==> src/rtl/cnn_pkg.sv <==
// cnn_pkg: widths, fixed conv/FC weights and FSM type shared by the simple_cnn slice
package cnn_pkg;
  localparam int PIX_W      = 8;
  localparam int K          = 5;
  localparam int OUT_DIM    = 24;
  localparam int N_CLASS    = 10;
  localparam int N_REG      = 9;
  localparam int FEAT_SHIFT = 4;
  localparam int ACC_W      = 22;
  localparam int FEAT_W     = 8;
  localparam int SCORE_W    = 28;

  typedef enum logic [0:0] {IDLE, RUN} state_e;

  localparam logic signed [7:0] CONV_W [K][K] = '{
    '{ 8'sd1,  8'sd2,  8'sd3,  8'sd2,  8'sd1},
    '{ 8'sd0, -8'sd1, -8'sd2, -8'sd1,  8'sd0},
    '{ 8'sd2,  8'sd4,  8'sd8,  8'sd4,  8'sd2},
    '{ 8'sd0, -8'sd1, -8'sd2, -8'sd1,  8'sd0},
    '{ 8'sd1,  8'sd2,  8'sd3,  8'sd2,  8'sd1}
  };

  // Each region column peaks on its own class; class 9 is flat so it wins on uniform images.
  localparam logic signed [7:0] FC_W [N_CLASS][N_REG] = '{
    '{ 8'sd10, -8'sd3,  8'sd2,  8'sd1, -8'sd1,  8'sd0,  8'sd4, -8'sd2,  8'sd3},
    '{-8'sd2,  8'sd12, -8'sd1,  8'sd0,  8'sd3, -8'sd4,  8'sd1,  8'sd2, -8'sd1},
    '{ 8'sd1, -8'sd2,  8'sd15, -8'sd3,  8'sd0,  8'sd2, -8'sd1,  8'sd1,  8'sd0},
    '{ 8'sd0,  8'sd1, -8'sd2,  8'sd11, -8'sd1,  8'sd3,  8'sd2, -8'sd3,  8'sd1},
    '{ 8'sd2,  8'sd0,  8'sd1, -8'sd1,  8'sd14, -8'sd2,  8'sd0,  8'sd1, -8'sd2},
    '{-8'sd1,  8'sd3,  8'sd0,  8'sd2, -8'sd3,  8'sd13, -8'sd1,  8'sd0,  8'sd2},
    '{ 8'sd3, -8'sd1,  8'sd2,  8'sd0,  8'sd1, -8'sd1,  8'sd16, -8'sd2,  8'sd0},
    '{ 8'sd0,  8'sd2, -8'sd1,  8'sd3,  8'sd0,  8'sd1, -8'sd2,  8'sd12,  8'sd1},
    '{-8'sd3,  8'sd1,  8'sd0, -8'sd2,  8'sd2,  8'sd0,  8'sd3, -8'sd1,  8'sd17},
    '{ 8'sd5,  8'sd5,  8'sd5,  8'sd5,  8'sd5,  8'sd5,  8'sd5,  8'sd5,  8'sd5}
  };
endpackage

==> src/rtl/conv5x5_relu.sv <==
// conv5x5_relu: 5x5 signed-weight convolution of one unsigned patch, ReLU, shift and saturate
module conv5x5_relu
  import cnn_pkg::*;
(
  input  logic                   clk_i,
  input  logic                   rst_i,
  input  logic [K*K*PIX_W-1:0]   patch_i,
  output logic [FEAT_W-1:0]      feat_o
);
  logic signed [ACC_W-1:0] acc_d;
  logic [FEAT_W-1:0]       feat_d;

  always_comb begin
    acc_d = '0;
    for (int r = 0; r < K; r++)
      for (int c = 0; c < K; c++)
        acc_d = acc_d + ACC_W'($signed({1'b0, patch_i[(r*K+c)*PIX_W +: PIX_W]})) * ACC_W'(CONV_W[r][c]);
    feat_d = acc_d[ACC_W-1] ? '0 :
             |acc_d[ACC_W-2:FEAT_SHIFT+FEAT_W] ? '1 : acc_d[FEAT_SHIFT +: FEAT_W];
  end

  always_ff @(posedge clk_i or posedge rst_i)
    if (rst_i) feat_o <= '0;
    else feat_o <= feat_d;
endmodule

==> src/rtl/simple_cnn.sv <==
// simple_cnn: streaming conv+ReLU, region-pooled FC into 10 scores, argmax on the last patch
module simple_cnn
  import cnn_pkg::*;
(
  input  logic                 CLK,
  input  logic                 nRST,
  input  logic                 START,
  input  logic [4:0]           X,
  input  logic [4:0]           Y,
  input  logic [K*K*PIX_W-1:0] IMGIN,
  output logic                 DONE,
  output logic [3:0]           OUT
);
  state_e                    state_q, state_d;
  logic [K*K*PIX_W-1:0]      img_q;
  logic [4:0]                x0_q, y0_q, x1_q, y1_q;
  logic                      v0_q, v0_d, v1_q, last2_q, done_q;
  logic [3:0]                out_q, best_i, region;
  logic [FEAT_W-1:0]         feat;
  logic                      first;
  logic signed [SCORE_W-1:0] score_q [N_CLASS];
  logic signed [SCORE_W-1:0] score_d [N_CLASS];
  logic signed [SCORE_W-1:0] prod, best_v;

  conv5x5_relu u_conv (.clk_i(CLK), .rst_i(nRST), .patch_i(img_q), .feat_o(feat));

  always_comb begin
    state_d = (state_q == IDLE && START) ? RUN : state_q;
    v0_d = state_q == RUN && X < 5'(OUT_DIM) && Y < 5'(OUT_DIM);
    region = 4'(x1_q[4:3]) * 4'd3 + 4'(y1_q[4:3]);
    first = x1_q == '0 && y1_q == '0;
    prod = '0;
    for (int k = 0; k < N_CLASS; k++) begin
      prod = SCORE_W'($signed({1'b0, feat})) * SCORE_W'(FC_W[k][region]);
      score_d[k] = !v1_q ? score_q[k] : first ? prod : score_q[k] + prod;
    end
    // strict compare keeps the lowest index on ties
    best_i = '0;
    best_v = score_q[0];
    for (int k = 1; k < N_CLASS; k++)
      if (score_q[k] > best_v) begin
        best_v = score_q[k];
        best_i = 4'(k);
      end
  end

  always_ff @(posedge CLK or posedge nRST)
    if (nRST) begin
      state_q <= IDLE;
      img_q   <= '0;
      x0_q    <= '0;
      y0_q    <= '0;
      x1_q    <= '0;
      y1_q    <= '0;
      v0_q    <= 1'b0;
      v1_q    <= 1'b0;
      last2_q <= 1'b0;
      done_q  <= 1'b0;
      out_q   <= '0;
      score_q <= '{default: '0};
    end else begin
      state_q <= state_d;
      img_q   <= IMGIN;
      x0_q    <= X;
      y0_q    <= Y;
      v0_q    <= v0_d;
      x1_q    <= x0_q;
      y1_q    <= y0_q;
      v1_q    <= v0_q;
      score_q <= score_d;
      last2_q <= v1_q && x1_q == 5'(OUT_DIM-1) && y1_q == 5'(OUT_DIM-1);
      done_q  <= last2_q;
      out_q   <= last2_q ? best_i : out_q;
    end

  assign DONE = done_q;
  assign OUT  = out_q;
endmodule

==> config.mk <==
export PLATFORM = sky130hd
export DESIGN_NAME = simple_cnn
export DESIGN_NICKNAME = d
export VERILOG_FILES = /design/src/rtl/cnn_pkg.sv /design/src/rtl/conv5x5_relu.sv /design/src/rtl/simple_cnn.sv
export SDC_FILE = /design/constraint.sdc
export NUM_CORES = 2
export LEC_CHECK = 0
export ABC_AREA = 1
export CORE_MARGIN = 1.5
export CORE_UTILIZATION = 53
export CTS_CLUSTER_DIAMETER = 50
export DETAILED_ROUTE_END_ITERATION = 8
export PLACE_DENSITY = 0.77
export SLEW_MARGIN = 25
export SYNTH_ARGS = -nofsm -noshare
export SYNTH_HDL_FRONTEND = slang
export SYNTH_SLANG_ARGS = --single-unit
==> constraint.sdc <==
create_clock -name CLK -period 16.6 [get_ports CLK]
set_input_delay 1.66 -clock CLK [delete_from_list [all_inputs] [get_ports CLK]]
set_output_delay 1.66 -clock CLK [all_outputs]
set_load 0.05 [all_outputs]
==> impl_metrics.yaml <==
outcome:
  status: "complete, but fails checks"
  violations: "setup timing"
layout:
  drive_above_1_share: 0.1578
  finalNonFillerCells: 10030
  fin_util: 0.6562
  fin_nets: 10160
  area_growth_syn_to_layout_pct: 22.56
cts:
  clock_sinks: 485
  cts.path.max_buffers: 3
  root_buffer: "clkbuf_16"
  path_clk_slew_ns: 0.06
  clk_latency_ns: 0.69
  cts_tree: "yes"
  cts-buffers-inserted: 83
  htree_levels: 3
sta:
  final-setup-viol-count: 4
  tightest_slew_ns: 1.180
  finalHoldViolCount: 0
  maxSlewHeadroom: 0.2135
  skew_ns: 0.04348
  rsz0062_at_grt: "yes"
  period_needed_ns: 17.89
  fmaxAchievable_mhz: 55.89
  finalCritPeriodShare: 1.078
  setup_slack_ns: -1.291
  finalSetupTns_ns: -5.039
  finalMaxSlewViolations: 0
run:
  drv_cap: 0
setup_path:
  end_kind: "flop"
  path_class: "reg2reg"
  start_kind: "flop"
  crit_top_cell: "nand2_2"
  arrival_ns: 18.44
  cp_max_fo: 17
  worst_path_max_delay_cell: "dfrtp_1"
  crit-reg2reg-launch: "score_q[275]"
  timing.rr.end: "OUT[2]"
  slowest_delay_ns: 0.38
  required_ns: 17.15
  r2r.worst_path.cells: 135
  r2r_slack_ns: -1.29
hold_path:
  hp-class: "reg2reg"
  min-delay-start: "y0_q[2]"
  holdPathStages: 0
  holdPathEnd: "y1_q[2]"
synthesis:
  synth.top_cell.area_share: 0.2065
  async_flop_share: 1.000
  yosys_most_used_dff: "dfrtp_1"
  synthTopCellsByArea: "ha_1 (21%), dfrtp_1 (20%), fa_1 (16%)"
  synth_warnings: 0
  synthTopCellsByCount: "inv_1 (1419), nand2_1 (1200), ha_1 (1012)"
  yosysMostFrequentCell: "inv_1"
  avgSynthCellArea_um2: 7.984
  yosysTopAreaCell: "ha_1"
  synth-seq-area-share: 0.1980
  synth_cell_types: 65
  synth_edf_count: 0
  synth-seq-cells: 485
  syn_nets: 9398
  syn-cell-area_um2: 61310
  syn_inst: 7679
global_route:
  grt_usage: 0.3022
  grt_max_degree: 116
  antenna_found_initial: 6
  grt_first_pass_wirelength_mm: 285.7
  grt_pass1_vias: 57030
  grt-ovfl-total: 0
route:
  via_count: 56520
  wl_mm: 182.6
  viasPerCell: 5.634
  wl_per_cell_um: 18.20
  drc: 0
  drt_iter0_markers: 4914
  drt-pass1-iter-count: 8
  antenna_left: 0
placement:
  port_buffers: 185
  routabilityCongestion: 0.9553
  dp.cells: 9692
  dp_hpwl_mm: 131.6
floorplanning:
  coreArea_um2: 114500
  initial_core_util: 0.5354
  die_y_um: 343.1
  pin_count: 218
  dieArea_um2: 117700
  num_rows: 124
  die_w_um: 343.1
## routing by layer
metal  wire length (µm)  vias to the layer above  part of all wire  track usage
li1                   -                    26470                 -            -
met2              86740                     2313              0.47       0.5088
met4              10750                        4             0.059       0.1660
met5                 25                        -           0.00014            0
met1              71080                    27150              0.39       0.3678
met3              14050                      592             0.077      0.05214
## flip-flops by register name (all words and copies together) (netlist names)
signal	count
DONE	1
OUT	4
img_q	168
last2_q	1
score_q	280
state_q	1
u_conv.feat_o	8
v0_q	1
v1_q	1
x0_q	5
x1_q	5
y0_q	5
y1_q	5
## worst max-delay path by stage
stage                 startpoint      to
floorplan           score_q[230]  OUT[1]
global placement    score_q[247]  OUT[2]
detailed placement  score_q[247]  OUT[2]
CTS                 score_q[247]  OUT[0]
global route        score_q[265]  OUT[0]
finish              score_q[275]  OUT[2]
## cell families after synthesis
family / synth area share
adder cells (fa/ha/maj): 0.3679
XOR/XNOR: 0.03586
flip-flops: 0.1980
AO/OA/AOI/OAI: 0.1242
buffers and inverters: 0.1030
AND/OR/NAND/NOR: 0.1711
## area by class of cell
type	count	area, µm²
Clock inverter	51	714.4
Fill cell	8658	39360
Clock buffer	105	2271
Timing Repair inverter	3	21.27
Timing Repair Buffer	863	7521
Inverter	1444	5478
Multi-Input combinational cell	5565	45090
Sequential cell	485	12140
Tap cell	1512	1892
Antenna cell	5	12.51
## metrics by stage
| stage | setup WS (ns) | hold slack (ns) | area (µm²) |
|---|---|---|---|
| 6_report | -1.291 | 0.3463 | 75140 |
| 2_1_floorplan | 0.003057 | 0.3312 | 61400 |
| 3_5_place_dp | -1.607 | 0.3355 | 68130 |
| 4_1_cts | -0.2870 | 0.3496 | 73300 |
| 3_3_place_gp | -1.140 | 0.3345 | 68130 |
| 5_1_grt | -2.160 | 0.3566 | 75140 |
## placed cells by master, fill, tap and decap left out, drive strengths merged, types with 43 or more instances in the layout
cell,Yosys,routed
dfrtp,485,485
buf,31,677
nand4,59,59
a21oi,650,650
o21ai,468,468
fa,494,494
o21bai,57,57
ha,1012,1012
clkdlybuf4s50,1,185
clkbuf,152,106
xor2,178,178
xnor2,73,73
nor2,570,570
nand3,400,401
nand2,1243,1243
inv,1432,1445
and2,43,43
## worst max-delay path, delay by kind of cell, from the launching register on
kind,cells,cell delay [ns]
buffers and inverters,33,3.88
xor gates and xnor gates,1,0.30
AOI/OAI and AO/OA,19,2.57
adders and majority gates,9,2.59
DFF,1,0.38
and+or+nand+nor,73,7.99
## timing repair
action | CTS | global route
hold buffers | 0 | 0
endpoints found under the setup margin | 4 | 4
gates resized for setup | 319 | 286
pin swaps | 98 | 131
gates cloned | 13 | 1
setup buffers | 118 | 57
Power is left out: the tool's default activity adds up to more than one toggle a clock period on the data nets, which glitch-free logic cannot reach.
